==> src/rtl/morse_pkg.sv <==
// Shared Morse definitions: frame length, letter table I..P, FSM encoding and decode helper.
package morse_pkg;

  localparam int MORSE_LEN = 13;
  localparam int GAP_UNITS = 3;

  typedef enum logic [1:0] {
    ST_IDLE = 2'd0,
    ST_RECV = 2'd1,
    ST_DONE = 2'd2
  } state_t;

  typedef logic [MORSE_LEN-1:0] pattern_t;

  localparam logic [2:0] LTR_I = 3'd0;
  localparam logic [2:0] LTR_J = 3'd1;
  localparam logic [2:0] LTR_K = 3'd2;
  localparam logic [2:0] LTR_L = 3'd3;
  localparam logic [2:0] LTR_M = 3'd4;
  localparam logic [2:0] LTR_N = 3'd5;
  localparam logic [2:0] LTR_O = 3'd6;
  localparam logic [2:0] LTR_P = 3'd7;

  // Frames are sent LSB first: bit 0 is the first unit on the line.
  localparam pattern_t PAT_I = 13'b0000000000101;
  localparam pattern_t PAT_J = 13'b1110111011101;
  localparam pattern_t PAT_K = 13'b0000111010111;
  localparam pattern_t PAT_L = 13'b0000101011101;
  localparam pattern_t PAT_M = 13'b0000001110111;
  localparam pattern_t PAT_N = 13'b0000000010111;
  localparam pattern_t PAT_O = 13'b0011101110111;
  localparam pattern_t PAT_P = 13'b0010111011101;

  typedef struct packed {
    logic       hit;
    logic [2:0] code;
  } decode_t;

  function automatic decode_t decode(input pattern_t pat);
    decode_t r;
    r = '0;
    case (pat)
      PAT_I:   r = '{hit: 1'b1, code: LTR_I};
      PAT_J:   r = '{hit: 1'b1, code: LTR_J};
      PAT_K:   r = '{hit: 1'b1, code: LTR_K};
      PAT_L:   r = '{hit: 1'b1, code: LTR_L};
      PAT_M:   r = '{hit: 1'b1, code: LTR_M};
      PAT_N:   r = '{hit: 1'b1, code: LTR_N};
      PAT_O:   r = '{hit: 1'b1, code: LTR_O};
      PAT_P:   r = '{hit: 1'b1, code: LTR_P};
      default: r = '0;
    endcase
    return r;
  endfunction

endpackage

==> src/rtl/morse_unit_timer.sv <==
// Reloadable down-counter that holds at zero; zero flag marks the end of a unit interval.
module morse_unit_timer #(
  parameter int WIDTH = 25
) (
  input  logic             clock,
  input  logic             reset_n,
  input  logic             load,
  input  logic [WIDTH-1:0] load_val,
  output logic             zero
);

  logic [WIDTH-1:0] cnt_q, cnt_d;

  always_comb begin
    cnt_d = cnt_q;
    if (load) begin
      cnt_d = load_val;
    end else if (cnt_q != '0) begin
      cnt_d = cnt_q - 1'b1;
    end
  end

  always_ff @(posedge clock) begin
    if (!reset_n) begin
      cnt_q <= '0;
    end else begin
      cnt_q <= cnt_d;
    end
  end

  assign zero = (cnt_q == '0);

endmodule

==> src/rtl/morse_receiver.sv <==
// Morse letter receiver: samples the line once per unit mid-bit, decodes I..P or flags an error.
// Optional glitch filter on the synchronised line when MORSE_RX_FILTER_EN is defined.
module morse_receiver
  import morse_pkg::*;
#(
  parameter int TICKS_PER_UNIT = 25000000,
  parameter int FILTER_CYCLES  = 16
) (
  input  logic       clock,
  input  logic       reset_n,
  input  logic       morse_in,
  output logic [2:0] letter,
  output logic       letter_valid,
  output logic       letter_error,
  output logic       busy
);

  localparam int TW = $clog2(TICKS_PER_UNIT);
  localparam logic [TW-1:0] HALF_LOAD = TW'(TICKS_PER_UNIT / 2 - 1);
  localparam logic [TW-1:0] UNIT_LOAD = TW'(TICKS_PER_UNIT - 1);

  if ((TICKS_PER_UNIT < 4) || (TICKS_PER_UNIT % 2 != 0) || (FILTER_CYCLES < 1)) begin : g_param_check
    $error("morse_receiver: TICKS_PER_UNIT must be even and >= 4, FILTER_CYCLES >= 1");
  end

  logic [1:0] sync_q, sync_d;
  logic       line_lvl;
  logic       line_prev_q;
  logic       rise;

  assign sync_d = {sync_q[0], morse_in};

`ifdef MORSE_RX_FILTER_EN
  localparam int FCW = $clog2(FILTER_CYCLES + 1);
  logic           filt_q, filt_d;
  logic [FCW-1:0] filt_cnt_q, filt_cnt_d;

  // Level follows the synchronised line only after it has held a new value long enough.
  always_comb begin
    filt_d     = filt_q;
    filt_cnt_d = '0;
    if (sync_q[1] != filt_q) begin
      if (filt_cnt_q == FCW'(FILTER_CYCLES - 1)) begin
        filt_d = sync_q[1];
      end else begin
        filt_cnt_d = filt_cnt_q + 1'b1;
      end
    end
  end

  always_ff @(posedge clock) begin
    if (!reset_n) begin
      filt_q     <= 1'b0;
      filt_cnt_q <= '0;
    end else begin
      filt_q     <= filt_d;
      filt_cnt_q <= filt_cnt_d;
    end
  end

  assign line_lvl = filt_q;
`else
  assign line_lvl = sync_q[1];
`endif

  assign rise = line_lvl & ~line_prev_q;

  state_t         state_q, state_d;
  pattern_t       shift_q, shift_d;
  logic [3:0]     bit_cnt_q, bit_cnt_d;
  logic [1:0]     zrun_q, zrun_d;
  logic [2:0]     letter_q, letter_d;
  logic           valid_q, valid_d;
  logic           error_q, error_d;
  logic           tmr_load;
  logic [TW-1:0]  tmr_val;
  logic           tmr_zero;
  decode_t        dec;

  morse_unit_timer #(.WIDTH(TW)) u_timer (
    .clock    (clock),
    .reset_n  (reset_n),
    .load     (tmr_load),
    .load_val (tmr_val),
    .zero     (tmr_zero)
  );

  always_comb begin
    state_d   = state_q;
    shift_d   = shift_q;
    bit_cnt_d = bit_cnt_q;
    zrun_d    = zrun_q;
    letter_d  = letter_q;
    valid_d   = 1'b0;
    error_d   = 1'b0;
    tmr_load  = 1'b0;
    tmr_val   = UNIT_LOAD;
    dec       = '0;
    case (state_q)
      ST_IDLE: begin
        if (rise) begin
          state_d   = ST_RECV;
          tmr_load  = 1'b1;
          tmr_val   = HALF_LOAD;
          shift_d   = '0;
          bit_cnt_d = '0;
          zrun_d    = '0;
        end
      end
      ST_RECV: begin
        if (tmr_zero) begin
          shift_d[bit_cnt_q] = line_lvl;
          bit_cnt_d          = bit_cnt_q + 1'b1;
          zrun_d             = line_lvl ? 2'd0 : zrun_q + 1'b1;
          tmr_load           = 1'b1;
          if ((bit_cnt_q == 4'd0) && !line_lvl) begin
            state_d = ST_IDLE;
          end else if ((zrun_d == 2'(GAP_UNITS)) || (bit_cnt_d == 4'(MORSE_LEN))) begin
            // Result is registered here so the pulse and the new letter appear together in DONE.
            state_d = ST_DONE;
            dec     = decode(shift_d);
            if (dec.hit) begin
              letter_d = dec.code;
              valid_d  = 1'b1;
            end else begin
              error_d  = 1'b1;
            end
          end
        end
      end
      ST_DONE: state_d = ST_IDLE;
      default: state_d = ST_IDLE;
    endcase
  end

  always_ff @(posedge clock) begin
    if (!reset_n) begin
      sync_q      <= '0;
      line_prev_q <= 1'b0;
      state_q     <= ST_IDLE;
      shift_q     <= '0;
      bit_cnt_q   <= '0;
      zrun_q      <= '0;
      letter_q    <= '0;
      valid_q     <= 1'b0;
      error_q     <= 1'b0;
    end else begin
      sync_q      <= sync_d;
      line_prev_q <= line_lvl;
      state_q     <= state_d;
      shift_q     <= shift_d;
      bit_cnt_q   <= bit_cnt_d;
      zrun_q      <= zrun_d;
      letter_q    <= letter_d;
      valid_q     <= valid_d;
      error_q     <= error_d;
    end
  end

  assign letter       = letter_q;
  assign letter_valid = valid_q;
  assign letter_error = error_q;
  assign busy         = (state_q == ST_RECV);

endmodule

==> config.mk <==
export PLATFORM = sky130hd
export DESIGN_NAME = morse_receiver
export DESIGN_NICKNAME = d
export VERILOG_FILES = /design/src/rtl/morse_pkg.sv /design/src/rtl/morse_unit_timer.sv /design/src/rtl/morse_receiver.sv
export SDC_FILE = /design/constraint.sdc
export NUM_CORES = 1
export LEC_CHECK = 0
export CORE_ASPECT_RATIO = 1.5
export CORE_MARGIN = 1
export CORE_UTILIZATION = 35
export CTS_BUF_LIST = sky130_fd_sc_hd__clkbuf_4 sky130_fd_sc_hd__clkbuf_8
export CTS_CLUSTER_SIZE = 14
export DETAILED_ROUTE_END_ITERATION = 6
export PLACE_DENSITY_LB_ADDON = 0.1
export SLEW_MARGIN = 20
export SYNTH_ARGS = -nofsm -noshare
export SYNTH_HDL_FRONTEND = slang
export SYNTH_SLANG_ARGS = --single-unit
==> constraint.sdc <==
create_clock -name clock -period 3 [get_ports clock]
set_input_delay 0.6 -clock clock [delete_from_list [all_inputs] [get_ports clock]]
set_output_delay 0.6 -clock clock [all_outputs]
set_load 0.02 [all_outputs]
== Word-level counts from Yosys, hierarchy flattened ==
Cells that the tools add are included.
Storage, ports and cells
  flip-flop bits (word level): 54
  bits of input ports: 3
  output and inout bits: 6
  logic and storage cells: 82
Operators by class
  add/sub/neg operators: 3
  $lt $le $gt $ge: 2
  equality and inequality tests: 14
  mux-type cells: 32
  bitwise logic cells: 7
  reductions and logical operators: 14
Operators by type and width (number)
  $mux W25: 4
  $pmux W4 S8: 1
  $eq A13 B11 Y1 const B: 2
  $eq A13 B9 Y1 const B: 2
  $mux W13: 2
  $pmux W13 S2: 1
  $logic_not A25 Y1: 1
  $reduce_bool A25 Y1: 1
  $sub A25 B1 Y25 const B: 1
  $mux W4: 6
  $mux W2: 7
  $bwmux W13: 1
  $eq A13 B13 Y1 const B: 1
  $eq A13 B3 Y1 const B: 1
  $eq A13 B5 Y1 const B: 1
  $eq A13 B7 Y1 const B: 1
  $pmux W2 S2: 2
  $pmux W4 S2: 1
  $not A1 Y1: 6
  $reduce_and A3 Y1: 2
  $lt A4 B5 Y1 const B: 1
  $mux W1: 5
  $reduce_and A5 Y1: 1
  $reduce_or A5 Y1: 1
  other kinds (18): 20

== Depth between registers and ports, before layout ==
  depth in word-level cells: 12
  gate-level depth with buffers: 11
  gate-level depth less buffers: 9

== By module ==
A second synthesis with hierarchy kept.
Second synthesis, totals
  cell total of the unflattened synthesis: 383
  area total of the unflattened synthesis: 3305.7 µm²
Modules (own cells, without submodules)
  morse_receiver: times used 1, cells each 219, area each 1923.1 µm²
  morse_unit_timer: times used 1, cells each 164, area each 1382.6 µm²

== Worst setup path after synthesis ==
No wires, ideal clock.
  path type: flip-flop to flip-flop
  start point: reg u_timer.cnt_q[15]
  end point: reg letter_q[1], in the netlist letter[1]
  data arrival time: 2.587 ns
  required time: 2.883 ns
  setup slack: 0.296 ns
  cell stages (with the launch flop): 9
  path buffers: 1
  cells stage by stage: dfxtp_1 -> or4_4 -> or4_4 -> nor4b_2 -> buf_2 -> nand2_1 -> nor3_1 -> o31ai_1 -> a32o_2
Between the ends
  longest elaborated chain between the ends: 2
Ends and longest elaborated chain
  start: declaration: line morse_unit_timer.sv:12  | logic [WIDTH-1:0] cnt_q, cnt_d;
  start signal: assignment: line morse_unit_timer.sv:27  | cnt_q <= cnt_d;
  $logic_not A25 Y1: line morse_unit_timer.sv:31  | assign zero = (cnt_q == '0);
  $reduce_and A5 Y1 (no line)
  end signal: assignment: line morse_receiver.sv:154  | letter_q <= letter_d;
  end: declaration: line morse_receiver.sv:72  | logic [2:0] letter_q, letter_d;
Every way passes these cells.
A chain may end at the register's enable or synchronous reset.

== Final worst setup path ==
Ends and elaborated chain as after synthesis.

==> results.md <==
Run status:
- The flow ran to the end, and the final reports show no timing, DRC or antenna violations.

Timing:
- Setup violations remaining at the end of the flow were counted as 0.
- Setup repair after global routing left no endpoint under its margin.
- The shortest clock period the worst path allows after layout is 2.79 ns.
- In this run the tightest slew margin relative to its limit is 55.9%.
- On the final layout, the worst clock skew is 0.00996 ns.
- The achievable frequency is 358 MHz.
- The slew of the pin with the lowest slew margin is 0.661 ns.
- The worst path uses 93.1% of the clock period.
- The number of hold violations in the final report is 0.
- The max-slew violation count is 0.
- Adding up every negative setup slack in the final design gives 0 ns.
- Hold is met by 0.447 ns.

Critical path:
- At the worst endpoint, the required time is 3.26 ns.
- The critical path in this run is classified as register to register.
- The source of the worst register-to-register timing path is u_timer.cnt_q[15]$_SDFFE_PN0P_.
- The depth of the worst register-to-register path is 7.
- STA classifies the critical path endpoint as a register.
- The worst endpoint data arrival time is 3.05 ns.
- In this run the register-to-register setup slack is 0.21 ns.
- The maximum fanout encountered on the critical timing path is 6.
- The startpoint type of the worst setup path is a register.
- The destination of the worst register-to-register timing path is letter[1]$_SDFFE_PN0P_.

Drt:
- After detailed routing, the number of remaining DRC violations is 0.
- Dividing the detail-routed via count by the number of cells gives 5.25.
- The detailed router finished its first iteration with 61 violations.
- The average wire length per cell after detail routing is 14.8 µm.
- After detailed routing, the met3 layer carries 144 µm of wire.
- The highest routed metal layer is met4.
- The routed design has 6890 µm of wire.
- After detailed routing, the wire length on met1 is 2900 µm.
- Summed over all nets, wire length on met2 after detailed routing comes to 3730 µm.
- The number of routed nets with antenna violations is 0.
- The via count of the routed design is 2448.
- For this run, the detailed router's first-pass iteration total came to 5.

Floorplan:
- The die area is 8690 µm².
- The total core area is 8060 µm².
- 9 I/O pins were placed.
- The initial utilization of the core area, before any placement, comes to 36.1%.
- The die is 114 µm tall.
- Row generation in the floorplan step produced 40 rows.
- The die is 76.4 µm wide.

Cells and area:
- The synthesis-to-layout area growth is 14.4%.
- The net count reported at finish is 368.
- The fraction of final layout cells sized beyond drive strength 1 is 12.5%.
- The filler cell count in the final layout is 830.
- The antenna diode count is 0.
- The post-route standard cell area excluding fillers is 3330 µm².
- The post-layout instance count excluding filler cells is 466.

Worst hold path:
- The worst hold endpoint is sync_q[1]$_SDFF_PN0_.
- The startpoint of the most critical hold path is sync_q[0]$_SDFF_PN0_.
- The worst hold path depth is 1.
- The tightest min-delay check is of the register to register type.

Global routing:
- The global router's overall resource usage is 17.2%.
- The number of antenna violations at the first check in global routing is 0.
- The first global-routing pass estimated 11700 µm of wire.
- The pin count of the biggest net entering global routing is 23.
- Global routing finished with a remaining overflow of 0.
- The number of global-route vias before repair was 2424.

Yosys:
- Sequential elements use 37.2% of the synthesized area.
- The most repeated cell in the gate-level netlist after synthesis is sky130_fd_sc_hd__dfxtp_1.
- The proportion of register bits with asynchronous set or reset after synthesis is 0%.
- In the synthesized netlist the dominant register cell turns out to be sky130_fd_sc_hd__dfxtp_1.
- The per-instance average area after synthesis is 8.56 µm².
- After synthesis, the largest area contributor takes up 37.2% of total cell area.
- The number of nets produced by synthesis is 348.
- The post-synthesis register bit count is 54.
- The unique cell type count in the Yosys netlist is 50.
- The synthesized netlist occupies a cell area of 2910 µm².
- Synthesis handed over a netlist of 340 instances.
- In this run, synthesis inferred 0 flip-flops with an integrated enable.
- The Yosys step of the flow raised 0 warnings.
- Sorting the synthesized cells by how often they occur yields 54 x sky130_fd_sc_hd__dfxtp_1, 29 x sky130_fd_sc_hd__o21ai_0, 23 x sky130_fd_sc_hd__nand2_1.
- Of all cell types, the one taking the most synthesized area is sky130_fd_sc_hd__dfxtp_1.
- By area the synthesized netlist is led by sky130_fd_sc_hd__dfxtp_1 37%, sky130_fd_sc_hd__o21ai_0 5.0%, sky130_fd_sc_hd__mux2i_1 4.1%.

CTS:
- The total clock sinks is 54.
- TritonCTS built the clock tree.
- The H-tree level count is 2.
- The cell at the root of the clock tree is sky130_fd_sc_hd__clkbuf_8.
- The post-cts repair resize count is 0.
- The number of buffers created by CTS is 5.
- After clock tree synthesis, the setup repair step added 0 buffers.
- The buffer levels on the longest clock path is 2.
- Buffers inserted to repair hold after CTS numbered 0.
- Clock-pin slew was measured on the worst setup and hold paths at 0.10 ns.
- At the later pin of the worst-skew pair, clock insertion delay measures 0.31 ns.

Place:
- Once placement completed, the tool counted placed cells totaling 458.
- The detailed placement HPWL is 5060 µm.
- The final RePlAce weighted congestion is 0.825.
- The count of input and output buffers is 8.
- Once placement finished, the instance area stood at 3220 µm².

Power and ir drop:
- The cell leakage power is 0.00127 µW.
- Power spread over the standard cell area amounts to 705 nW/µm².
- Across the VDD grid, the largest voltage drop is 553 µV.

Flow run:
- The total of max-cap violations is 0.
-- power breakdown --
part	internal (µW)	total (µW)	switching (µW)
logic	428	887	460
clock network	246	492	246
registers	850	967	117
-- sequential cells by signal, indices dropped and copies added (netlist names) --
signal         flops
u_timer.cnt_q     25
shift_q           13
bit_cnt_q          4
letter             3
state_q            2
sync_q             2
zrun_q             2
letter_error       1
letter_valid       1
line_prev_q        1
-- how the worst max path moves through the flow --
stage | endpoint | slack, ns | cells after the start | from
detailed placement | letter_error$_SDFF_PP0_ | 0.21 | 7 | u_timer.cnt_q[15]$_SDFFE_PN0P_
floorplan | letter[1]$_SDFFE_PN0P_ | 0.30 | 8 | u_timer.cnt_q[15]$_SDFFE_PN0P_
finish | letter[1]$_SDFFE_PN0P_ | 0.21 | 7 | u_timer.cnt_q[15]$_SDFFE_PN0P_
CTS | letter_error$_SDFF_PP0_ | 0.20 | 7 | u_timer.cnt_q[15]$_SDFFE_PN0P_
global placement | letter[1]$_SDFFE_PN0P_ | 0.24 | 7 | u_timer.cnt_q[15]$_SDFFE_PN0P_
global route | letter[2]$_SDFFE_PN0P_ | 0.02 | 11 | bit_cnt_q[0]$_SDFFE_PN0P_
-- layout by cell type, fill, tap and decap left out, types with 5 or more instances in the layout --
cell type / count
sky130_fd_sc_hd__dfxtp_1: 54
sky130_fd_sc_hd__o21ai_0: 29
sky130_fd_sc_hd__nand2_1: 23
sky130_fd_sc_hd__buf_4: 22
sky130_fd_sc_hd__nor3_1: 21
sky130_fd_sc_hd__nor2_1: 15
sky130_fd_sc_hd__a21boi_0: 14
sky130_fd_sc_hd__and2_1: 14
sky130_fd_sc_hd__mux2i_1: 12
sky130_fd_sc_hd__xnor2_1: 11
sky130_fd_sc_hd__nand3b_1: 11
sky130_fd_sc_hd__nand3_1: 10
sky130_fd_sc_hd__inv_1: 8
sky130_fd_sc_hd__nand2b_1: 8
sky130_fd_sc_hd__a21oi_1: 8
sky130_fd_sc_hd__xor2_1: 8
sky130_fd_sc_hd__clkdlybuf4s50_1: 8
sky130_fd_sc_hd__nor3b_1: 7
sky130_fd_sc_hd__nor2b_1: 6
sky130_fd_sc_hd__nand4_1: 6
sky130_fd_sc_hd__or3_1: 5
sky130_fd_sc_hd__ha_1: 5
sky130_fd_sc_hd__clkbuf_8: 5
-- stage by stage --
stage	setup slack, ns	utilization, %	total power (µW)
after global routing	0.0234	41.3	2530
after CTS	0.200	41.3	2390
after detailed placement	0.208	40.0	1870
final	0.206	41.3	2350
after global placement	0.238	40.0	1870
after floorplan	0.296	-	1660
-- layer usage --
metal / global-route usage, % / vias to the layer above
met5: 0 / -
li1: - / 1257
met2: 33.5 / 29
met1: 17.8 / 1156
met4: 7.56 / 0
met3: 2.80 / 6
-- worst max-delay path: stages, from the launching register on --
cell	delay (ns)
sky130_fd_sc_hd__dfxtp_1	0.36
sky130_fd_sc_hd__or4_4	0.57
sky130_fd_sc_hd__or4_4	0.47
sky130_fd_sc_hd__or3_4	0.37
sky130_fd_sc_hd__or4_1	0.49
sky130_fd_sc_hd__nor3_2	0.21
sky130_fd_sc_hd__and2_4	0.17
sky130_fd_sc_hd__a32o_2	0.11
-- area by class of cell --
class                           count  area, µm²  share of cell area, %
Multi-Input combinational cell    261       1730                   52.0
Sequential cell                    54       1080                   32.5
Timing Repair Buffer               30        245                   7.37
Tap cell                          105        131                   3.95
Clock buffer                        5       68.8                   2.07
Clock inverter                      3       40.0                   1.20
Inverter                            8       30.0                  0.902
-- logic make-up after synthesis --
| kind of cell | Yosys count | synth area share [%] |
|---|---|---|
| DFF | 54 | 37.2 |
| muxes | 16 | 5.68 |
| xor gates and xnor gates | 19 | 5.72 |
| AOI/OAI and AO/OA | 70 | 15.2 |
| adders and majority gates | 5 | 2.15 |
| buffers and inverters | 25 | 3.31 |
| and+or+nand+nor | 151 | 30.8 |
Power figures use the tool's default switching activity.
